--- src/rtl/watch_time_setter_pkg.sv ---
// Shared types and constants for the watch time-setting controller.
package watch_time_setter_pkg;

  typedef enum logic [2:0] {
    StIdle,
    StEditHr,
    StEditMin,
    StEditSec,
    StCommit
  } state_e;

  localparam logic [1:0] FieldNone = 2'b00;
  localparam logic [1:0] FieldHr   = 2'b01;
  localparam logic [1:0] FieldMin  = 2'b10;
  localparam logic [1:0] FieldSec  = 2'b11;

  localparam logic [3:0] BcdMaxUnits   = 4'd9;
  localparam logic [3:0] MinSecMaxTens = 4'd5;

  // True when tens:units is legal BCD and does not exceed max_tens:max_units.
  function automatic logic bcd_in_range(input logic [3:0] tens, input logic [3:0] units,
                                        input logic [3:0] max_tens,
                                        input logic [3:0] max_units);
    if (tens > 4'd9 || units > 4'd9) return 1'b0;
    if (tens < max_tens) return 1'b1;
    return (tens == max_tens) && (units <= max_units);
  endfunction

endpackage

--- src/rtl/watch_time_setter_bcd_pair_stepper.sv ---
// Combinational +1/-1 on a two-digit BCD value that wraps between 00 and a maximum.
module watch_time_setter_bcd_pair_stepper (
  input  logic [3:0] i_tens,
  input  logic [3:0] i_units,
  input  logic       i_inc,
  input  logic       i_dec,
  input  logic [3:0] i_max_tens,
  input  logic [3:0] i_max_units,
  output logic [3:0] o_tens,
  output logic [3:0] o_units
);

  always_comb begin
    o_tens  = i_tens;
    o_units = i_units;
    if (i_inc && !i_dec) begin
      if (i_tens == i_max_tens && i_units == i_max_units) begin
        o_tens  = 4'd0;
        o_units = 4'd0;
      end else if (i_units == 4'd9) begin
        o_tens  = i_tens + 4'd1;
        o_units = 4'd0;
      end else begin
        o_units = i_units + 4'd1;
      end
    end else if (i_dec && !i_inc) begin
      if (i_tens == 4'd0 && i_units == 4'd0) begin
        o_tens  = i_max_tens;
        o_units = i_max_units;
      end else if (i_units == 4'd0) begin
        o_tens  = i_tens - 4'd1;
        o_units = 4'd9;
      end else begin
        o_units = i_units - 4'd1;
      end
    end
  end

endmodule

--- src/rtl/watch_time_setter.sv ---
// Time-setting controller: snapshots the running time, lets the user step each field,
// and commits the edited digits to the watch with a one-cycle load strobe.
module watch_time_setter
  import watch_time_setter_pkg::*;
#(
  parameter int unsigned HOUR_MAX       = 23,
  parameter int unsigned TIMEOUT_CYCLES = 1000000
) (
  input  logic       clk,
  input  logic       reset,
  input  logic       setTime,
  input  logic       cancel,
  input  logic       inc,
  input  logic       dec,
  input  logic [3:0] cur_hr1,
  input  logic [3:0] cur_hr0,
  input  logic [3:0] cur_min1,
  input  logic [3:0] cur_min0,
  input  logic [3:0] cur_sec1,
  input  logic [3:0] cur_sec0,
  output logic [3:0] hr1,
  output logic [3:0] hr0,
  output logic [3:0] min1,
  output logic [3:0] min0,
  output logic [3:0] sec1,
  output logic [3:0] sec0,
  output logic       load,
  output logic       hold,
  output logic [1:0] field
);

  localparam int unsigned TimerW = $clog2(TIMEOUT_CYCLES);
  localparam logic [TimerW-1:0] TimerLast = TimerW'(TIMEOUT_CYCLES - 1);
  localparam logic [3:0] HrMaxTens  = 4'(HOUR_MAX / 10);
  localparam logic [3:0] HrMaxUnits = 4'(HOUR_MAX % 10);

  state_e            r_state, w_state_d;
  logic [TimerW-1:0] r_timer, w_timer_d;
  logic [3:0]        r_hr1, r_hr0, r_min1, r_min0, r_sec1, r_sec0;
  logic [3:0]        w_hr1_d, w_hr0_d, w_min1_d, w_min0_d, w_sec1_d, w_sec0_d;
  logic [3:0]        w_sel_tens, w_sel_units, w_max_tens, w_max_units;
  logic [3:0]        w_step_tens, w_step_units;
  logic              w_edit, w_pulse, w_abort, w_step;

  always_comb begin
    w_sel_tens  = r_hr1;
    w_sel_units = r_hr0;
    w_max_tens  = HrMaxTens;
    w_max_units = HrMaxUnits;
    unique case (r_state)
      StEditMin: begin
        w_sel_tens  = r_min1;
        w_sel_units = r_min0;
        w_max_tens  = MinSecMaxTens;
        w_max_units = BcdMaxUnits;
      end
      StEditSec: begin
        w_sel_tens  = r_sec1;
        w_sel_units = r_sec0;
        w_max_tens  = MinSecMaxTens;
        w_max_units = BcdMaxUnits;
      end
      default: ;
    endcase
  end

  watch_time_setter_bcd_pair_stepper u_stepper (
    .i_tens      (w_sel_tens),
    .i_units     (w_sel_units),
    .i_inc       (inc),
    .i_dec       (dec),
    .i_max_tens  (w_max_tens),
    .i_max_units (w_max_units),
    .o_tens      (w_step_tens),
    .o_units     (w_step_units)
  );

  always_comb begin
    w_edit  = (r_state == StEditHr) || (r_state == StEditMin) || (r_state == StEditSec);
    w_pulse = setTime || cancel || inc || dec;
    // Timeout behaves exactly like a cancel pulse.
    w_abort = w_edit && (cancel || (r_timer == TimerLast));
    w_step  = w_edit && !w_abort && !setTime;

    w_state_d = r_state;
    unique case (r_state)
      StIdle:    if (setTime) w_state_d = StEditHr;
      StEditHr:  if (w_abort) w_state_d = StIdle; else if (setTime) w_state_d = StEditMin;
      StEditMin: if (w_abort) w_state_d = StIdle; else if (setTime) w_state_d = StEditSec;
      StEditSec: if (w_abort) w_state_d = StIdle; else if (setTime) w_state_d = StCommit;
      StCommit:  w_state_d = StIdle;
      default:   w_state_d = StIdle;
    endcase

    if (!w_edit || w_pulse || (w_state_d != r_state)) w_timer_d = '0;
    else w_timer_d = r_timer + 1'b1;

    w_hr1_d  = r_hr1;
    w_hr0_d  = r_hr0;
    w_min1_d = r_min1;
    w_min0_d = r_min0;
    w_sec1_d = r_sec1;
    w_sec0_d = r_sec0;
    if (r_state == StIdle && setTime) begin
      // Illegal or out-of-range snapshot pairs are clamped to 00.
      if (bcd_in_range(cur_hr1, cur_hr0, HrMaxTens, HrMaxUnits)) begin
        w_hr1_d = cur_hr1;
        w_hr0_d = cur_hr0;
      end else begin
        w_hr1_d = 4'd0;
        w_hr0_d = 4'd0;
      end
      if (bcd_in_range(cur_min1, cur_min0, MinSecMaxTens, BcdMaxUnits)) begin
        w_min1_d = cur_min1;
        w_min0_d = cur_min0;
      end else begin
        w_min1_d = 4'd0;
        w_min0_d = 4'd0;
      end
      if (bcd_in_range(cur_sec1, cur_sec0, MinSecMaxTens, BcdMaxUnits)) begin
        w_sec1_d = cur_sec1;
        w_sec0_d = cur_sec0;
      end else begin
        w_sec1_d = 4'd0;
        w_sec0_d = 4'd0;
      end
    end else if (w_step) begin
      unique case (r_state)
        StEditHr:  begin w_hr1_d  = w_step_tens; w_hr0_d  = w_step_units; end
        StEditMin: begin w_min1_d = w_step_tens; w_min0_d = w_step_units; end
        StEditSec: begin w_sec1_d = w_step_tens; w_sec0_d = w_step_units; end
        default: ;
      endcase
    end

    load  = (r_state == StCommit);
    hold  = w_edit || (r_state == StCommit);
    field = FieldNone;
    unique case (r_state)
      StEditHr:  field = FieldHr;
      StEditMin: field = FieldMin;
      StEditSec: field = FieldSec;
      default: ;
    endcase
  end

  always_ff @(posedge clk or negedge reset) begin
    if (!reset) begin
      r_state <= StIdle;
      r_timer <= '0;
      r_hr1   <= 4'd0;
      r_hr0   <= 4'd0;
      r_min1  <= 4'd0;
      r_min0  <= 4'd0;
      r_sec1  <= 4'd0;
      r_sec0  <= 4'd0;
    end else begin
      r_state <= w_state_d;
      r_timer <= w_timer_d;
      r_hr1   <= w_hr1_d;
      r_hr0   <= w_hr0_d;
      r_min1  <= w_min1_d;
      r_min0  <= w_min0_d;
      r_sec1  <= w_sec1_d;
      r_sec0  <= w_sec0_d;
    end
  end

  assign hr1  = r_hr1;
  assign hr0  = r_hr0;
  assign min1 = r_min1;
  assign min0 = r_min0;
  assign sec1 = r_sec1;
  assign sec0 = r_sec0;

endmodule

--- config.mk ---
export PLATFORM = sky130hd
export DESIGN_NAME = watch_time_setter
export DESIGN_NICKNAME = d
export VERILOG_FILES = /design/src/rtl/watch_time_setter_pkg.sv /design/src/rtl/watch_time_setter_bcd_pair_stepper.sv /design/src/rtl/watch_time_setter.sv
export SDC_FILE = /design/constraint.sdc
export NUM_CORES = 1
export LEC_CHECK = 0
export ABC_AREA = 1
export CAP_MARGIN = 30
export CORE_MARGIN = 2
export CORE_UTILIZATION = 50
export CTS_CLUSTER_DIAMETER = 40
export DETAILED_ROUTE_END_ITERATION = 8
export GPL_ROUTABILITY_DRIVEN = 0
export GPL_TIMING_DRIVEN = 0
export PLACE_DENSITY_LB_ADDON = 0.12
export SLEW_MARGIN = 20
export SYNTH_ARGS = -nofsm -noshare
export SYNTH_HDL_FRONTEND = slang
export SYNTH_SLANG_ARGS = --single-unit
--- constraint.sdc ---
create_clock -name clk -period 2.8 [get_ports clk]
set_input_delay 0.56 -clock clk [delete_from_list [all_inputs] [get_ports clk]]
set_output_delay 0.56 -clock clk [all_outputs]
set_load 0.01 [all_outputs]
* After elaboration in Yosys (flattened, before gate mapping)
Index checks and enable logic that the tools add are counted.
** Cells by class
- Add/subtract/negate cells :: 5
- $lt $le $gt $ge :: 12
- Eq/ne operators :: 12
- Muxes and demuxes :: 80
- Reductions and logical operators :: 39
** Operators with widths (number)
- 2-to-1 mux 4 bit :: 37
- 2-to-1 mux 1 bit :: 30
- greater-than comparator 4 bit (second input constant) :: 6
- 2-to-1 mux 3 bit :: 8
- adder 20 x 1 -> 20 bit (second input constant) :: 1
- equality test 20 bit (second input constant) :: 1
- 2-to-1 mux 20 bit :: 1
- case mux 4 bit (2 select lines) :: 2
- logical OR 1 bit :: 12
- case mux 3 bit (4 select lines) :: 1
- logical AND 1 bit :: 11
- adder 4 x 1 -> 4 bit (second input constant) :: 2
- equality test 4 x 3 -> 1 bit (second input constant) :: 2
- less-or-equal comparator 4 bit (second input constant) :: 2
- logical NOT 4 bit :: 2
- < comparator 4 x 3 -> 1 bit (second input constant) :: 2
- nonzero test 2 bit :: 4
- subtractor 4 x 1 -> 4 bit (second input constant) :: 2
- equality test 3 x 2 -> 1 bit (second input constant) :: 2
- case mux 2 bit (3 select lines) :: 1
- AND reduction 2 bit :: 3
- logical NOT 1 bit :: 5
- equality test 4 x 2 -> 1 bit (second input constant) :: 1
- equality test 4 x 3 -> 1 bit :: 1
- 9 further kinds :: 9
** Word-level totals
- Register bits :: 47
- Input bits :: 30

* Depth between registers and ports, before layout
- Depth in word-level cells :: 11
- Mapped depth :: 20
- Mapped depth without buffers :: 19

* Cells and area by module
A second synthesis with hierarchy kept.
** Unflattened totals
- Cells, all modules :: 513
- Area, all modules :: 3593.4 um2
** By module, submodules not included
- watch_time_setter :: instances 1, cells each 372, area each 2854.0 um2, seq. area each 1176.1 um2
- watch_time_setter_bcd_pair_stepper :: instances 1, cells each 141, area each 739.5 um2, seq. area each 0.0 um2

* Worst setup path before layout
No wires, ideal clock.
- Path type :: register to register
- From :: register r_state[2]
- To :: register r_hr1[0], in the netlist hr1[0]
- Setup time :: 122 ps
- Arrival time :: 2038 ps
- Data required time :: 2678 ps
- Slack :: 640 ps
- Cell stages (with the launch flop) :: 19
- Path buffers :: 1
- Cells stage by stage :: dfrtp_1 -> nor2_2 -> buf_6 -> nand2_1 -> nor2_1 -> nor2_1 -> nand2_2 -> ha_1 -> nand2_2 -> nor2_8 -> nand3_1 -> nand2_2 -> inv_2 -> nand2_1 -> nand2_1 -> nand2_1 -> nand2_1 -> nand2_2 -> a21oi_2
** On the way
- Longest elaborated chain between the ends :: 10
- Elaborated cells between the ends (all ways) :: 37
** RTL lines
- start, declared :: RTL line watch_time_setter.sv:37 : state_e r_state, w_state_d;
- start signal, assigned :: RTL line watch_time_setter.sv:149 : r_state <= StIdle;
- start signal, assigned :: RTL line watch_time_setter.sv:158 : r_state <= w_state_d;
- equality test 3 x 2 -> 1 bit :: RTL line watch_time_setter.sv:50, watch_time_setter.sv:79
- case mux 4 bit (2 select lines) or OR reduction 2 bit (tied branches)
- subtractor 4 x 1 -> 4 bit (tied with other cells) :: RTL line watch_time_setter_bcd_pair_stepper.sv:31 : o_tens = i_tens - 4'd1;
- 2-to-1 mux 4 bit (tied with other cells) :: RTL line watch_time_setter_bcd_pair_stepper.sv:30 : end else if (i_units == 4'd0) begin
- 2-to-1 mux 4 bit or logical AND 1 bit (tied branches) :: RTL line watch_time_setter_bcd_pair_stepper.sv:27, watch_time_setter_bcd_pair_stepper.sv:17
- 2-to-1 mux 4 bit, on equally long branches :: RTL line watch_time_setter_bcd_pair_stepper.sv:26, watch_time_setter_bcd_pair_stepper.sv:17
- 2-to-1 mux 4 bit :: RTL line watch_time_setter_bcd_pair_stepper.sv:16 : if (i_inc && !i_dec) begin
- 2-to-1 mux 4 bit :: RTL line watch_time_setter.sv:128 : unique case (r_state)
- 2-to-1 mux 4 bit :: RTL line watch_time_setter.sv:127 : end else if (w_step) begin
- 2-to-1 mux 4 bit :: RTL line watch_time_setter.sv:104 : if (r_state == StIdle && setTime) begin
- end signal, assigned :: RTL line watch_time_setter.sv:160 : r_hr1 <= w_hr1_d;
- end, declared :: RTL line watch_time_setter.sv:39 : logic [3:0] r_hr1, r_hr0, r_min1, r_min0, r_sec1, r_sec0;
Parallel ways exist; a longest one is shown, timed or not. The select of a mux whose other input is x is not followed.
A chain may end at the register's enable or synchronous reset.

* Worst setup path in the final report
- From :: register r_state[2]
- To :: register r_sec0[3], in the netlist sec0[3]
** On the way
- Longest elaborated chain between the ends :: 10
- Elaborated cells between the ends (all ways) :: 37
** RTL lines
- equality test 3 x 2 -> 1 bit, on equally long branches :: RTL line watch_time_setter.sv:50, watch_time_setter.sv:79, watch_time_setter.sv:128
- case mux 4 bit (2 select lines) or OR reduction 2 bit (tied branches)
- subtractor 4 x 1 -> 4 bit (tied with other cells) :: RTL line watch_time_setter_bcd_pair_stepper.sv:34 : o_units = i_units - 4'd1;
- 2-to-1 mux 4 bit (tied with other cells) :: RTL line watch_time_setter_bcd_pair_stepper.sv:30
- 2-to-1 mux 4 bit or logical AND 1 bit (tied branches) :: RTL line watch_time_setter_bcd_pair_stepper.sv:27, watch_time_setter_bcd_pair_stepper.sv:17
- 2-to-1 mux 4 bit, on equally long branches :: RTL line watch_time_setter_bcd_pair_stepper.sv:26, watch_time_setter_bcd_pair_stepper.sv:17
- 2-to-1 mux 4 bit :: RTL line watch_time_setter_bcd_pair_stepper.sv:16
- 2-to-1 mux 4 bit :: RTL line watch_time_setter.sv:128
- 2-to-1 mux 4 bit :: RTL line watch_time_setter.sv:127
- 2-to-1 mux 4 bit :: RTL line watch_time_setter.sv:104
- end signal, assigned :: RTL line watch_time_setter.sv:165 : r_sec0 <= w_sec0_d;
- end, declared :: RTL line watch_time_setter.sv:39
Parallel ways exist; a longest one is shown, timed or not. The select of a mux whose other input is x is not followed.

==> impl_metrics.yaml <==
run_status:
  status: "finished clean"
final_layout:
  n_fill_cell: 600
  stdcell_count: 610
  nets: 569
  diodes: 0
  drive_gt1_share_pct: 15.4
  area_delta_synth_final_pct: 23.3
yosys:
  synth_common_cells: "nand2_1 (88), nor2_1 (76), inv_1 (53)"
  synth_area_mm2: 0.00337
  synth_area_leader_cell: "dfrtp_1"
  async_flop_share_pct: 100
  avgSynthCellArea_um2: 7.22
  ys.flop_type: "dfrtp_1"
  synth_top_area_share_pct: 34.9
  synthesis.nets: 504
  yosysWarnings: 0
  ys_types: 39
  ys_ff_latch: 47
  synth_cells: 467
  yosysMostFrequentCell: "nand2_1"
  synth_edf_count: 0
  synth-seq-area-share_pct: 34.9
  synth_area_leaders: "dfrtp_1 (35%), nand2_1 (9.8%), nor2_1 (8.5%)"
sta:
  slew_headroom_pct: 63.1
  fin_crit_sh_pct: 93.1
  final.setup_skew_ns: 0.00891
  final.min_clock_period_ns: 2.61
  setup_viol_count_final: 0
  final_max_slew_viol_count: 0
  worstMarginPinSlew_ns: 0.550
  fmax_ghz: 0.384
  hold_viol: 0
  fin_ws_ns: 0.194
  rsz0062_at_grt: "false"
  tns_ns: 0
die:
  fp.dieW_um: 86.1
  die_h_um: 86.1
  io_pins: 58
  core_mm2: 0.00642
  start_util_pct: 52.5
  num_rows: 29
  dieArea_mm2: 0.00741
clocking:
  cts_num_sinks: 47
  clk-insertion-delay-late_ns: 0.30
  cts_buffer_depth: 2
  cts_tree: "done"
  post-cts-setup-buffers: 0
  cts_made_buffers: 5
  clockRootBuffer: "clkbuf_8"
  cts_hold_buf: 0
  cts.reportedPaths.clkPinSlew_ns: 0.09
  htree_levels: 2
setup_path:
  worstPathArrival_ns: 2.79
  reg2reg_to: "sec0[3]$_DFFE_PN0P_"
  reg2reg_slack_ns: 0.19
  path_max_fanout: 10
  worstPathRequired_ns: 2.98
  reg2regPathDepth: 17
  reg2reg_from: "r_state[2]$_DFF_PN0_"
  endpoint_kind: "flip-flop"
  path_class: "flip-flop to flip-flop"
  worstSetupStartpointType: "flip-flop"
detailed_routing:
  first_pass_iters: 5
  first_iter_violations: 202
  drtAntennaViolNets: 0
  wl_per_cell_um: 14.5
  totalWireLength_mm: 8.84
  drt-vias-per-instance: 5.36
  num_vias: 3269
  drc: 0
placed_design:
  portBuffers: 57
  dp_cells: 602
  dp_worst_setup_slack_ns: 0.000562
  dp_hpwl_mm: 6.98
power:
  power.total_mw: 4.14
  ir_drop_mv: 0.473
  p_per_area_mw_per_mm2: 996
  p_leak_nw: 1.90
global_route:
  grt_max_degree: 26
  antenna_found_initial: 0
  grt_pass1_vias: 3126
  overflow: 0
  grt.total_usage_pct: 24.7
  grt_pass1_wl_mm: 14.6
min_path:
  hold_path.class: "primary input to async pin"
flow_run:
  drv_cap: 0
placed cells by master (no fill, tap or decap), types with 3 or more instances in the layout:
cell             count
clkbuf_8             5
clkdlybuf4s50_1     56
nand4_1             16
nor3_1              10
o21ai_2              5
ha_1                 7
o21ai_1              3
nor2_2               6
a21oi_2              8
nand2_1             88
o21ai_0              9
a21oi_1             40
xnor2_1              5
nor2_4               4
buf_6                3
dfrtp_1             46
inv_2                8
nand3_2              5
inv_1               53
nand3_1             25
nand2_2             16
nand2_4              3
xor2_1               9
nor2_1              76
critical path, stage by stage (launching register included):
cell and delay [ns]:
dfrtp_1 0.52, inv_2 0.11, nand2_2 0.09, buf_6 0.16, nor2_4 0.06, nand2_2 0.07, o211ai_2 0.16, inv_2 0.11
ha_1 0.25, nand2_2 0.13, nor2_8 0.15, nand3_1 0.11, nand2_2 0.09, inv_2 0.06, nand2_1 0.07, nand3_1 0.08
nand2_1 0.17, a21oi_1 0.09
worst max path at each step:
| stage | start | end | slack, ns | cells past startpoint |
|---|---|---|---|---|
| 6_report | r_state[2]$_DFF_PN0_ | sec0[3]$_DFFE_PN0P_ | 0.19 | 17 |
| 5_1_grt | r_state[2]$_DFF_PN0_ | hr1[2]$_DFFE_PN0P_ | 0.001 | 17 |
| 3_5_place_dp | setTime | sec0[1]$_DFFE_PN0P_ | 0.0006 | 9 |
| 3_3_place_gp | reset | sec0[3]$_DFFE_PN0P_ | -0.16 | 1 |
| 4_1_cts | r_state[1]$_DFF_PN0_ | sec0[3]$_DFFE_PN0P_ | 0.20 | 17 |
| 2_1_floorplan | r_state[2]$_DFF_PN0_ | hr1[0]$_DFFE_PN0P_ | 0.64 | 18 |
logic make-up after synthesis:
kind of cell / Yosys count / synth area share, %
flip-flops: 47 / 34.9
adder cells (fa/ha/maj): 7 / 2.60
AND/OR/NAND/NOR: 258 / 37.4
AO/OA/AOI/OAI: 72 / 12.8
buffers and inverters: 69 / 8.58
XOR/XNOR: 14 / 3.64
state kept, by name (all words and copies together) (netlist names):
name / cells
r_timer: 20
hr0: 4
hr1: 4
min0: 4
min1: 4
sec0: 4
sec1: 4
r_state: 3
metrics by stage:
| step | area (um2) | util (%) | hold WS (ns) |
|---|---|---|---|
| 6_report | 4160 | 64.7 | 0.238 |
| 5_1_grt | 4160 | 64.7 | 0.260 |
| 4_1_cts | 4140 | 64.5 | 0.250 |
| 3_5_place_dp | 4050 | 63.1 | 0.451 |
| 3_3_place_gp | 4040 | 62.8 | 0.452 |
| 2_1_floorplan | 3370 | - | 0.264 |
report_power, final:
part,switching [mW],leakage [nW],internal [mW]
registers,0.190,0.597,0.869
logic,1.60,1.26,1.05
clock network,0.244,0.0485,0.179
total,2.04,1.90,2.10
routing by layer:
metal	up-vias	global-route usage [%]	wire [um]
li1	1637	-	-
met1	1518	35.9	4180
met2	106	39.7	4150
met3	8	3.18	450
met4	0	4.91	60
met5	-	0	0
timing repair:
action	4_1_cts	5_1_grt
endpoints found under the hold margin	0	0
resized for setup	0	3
setup endpoints to repair	0	17
cell type report:
type                       count  area [um2]  area share, %
timing repair buffer          58         586           14.1
buffer                         5        46.3           1.11
sequential                    47        1180           28.3
inverter                      64         243           5.84
multi-input combinational    351        1920           46.1
tap                           77        96.3           2.32
clock buffer                   5        68.8           1.66
clock inverter                 3        22.5          0.542
Note: power is estimated with default switching activity, not from simulation.
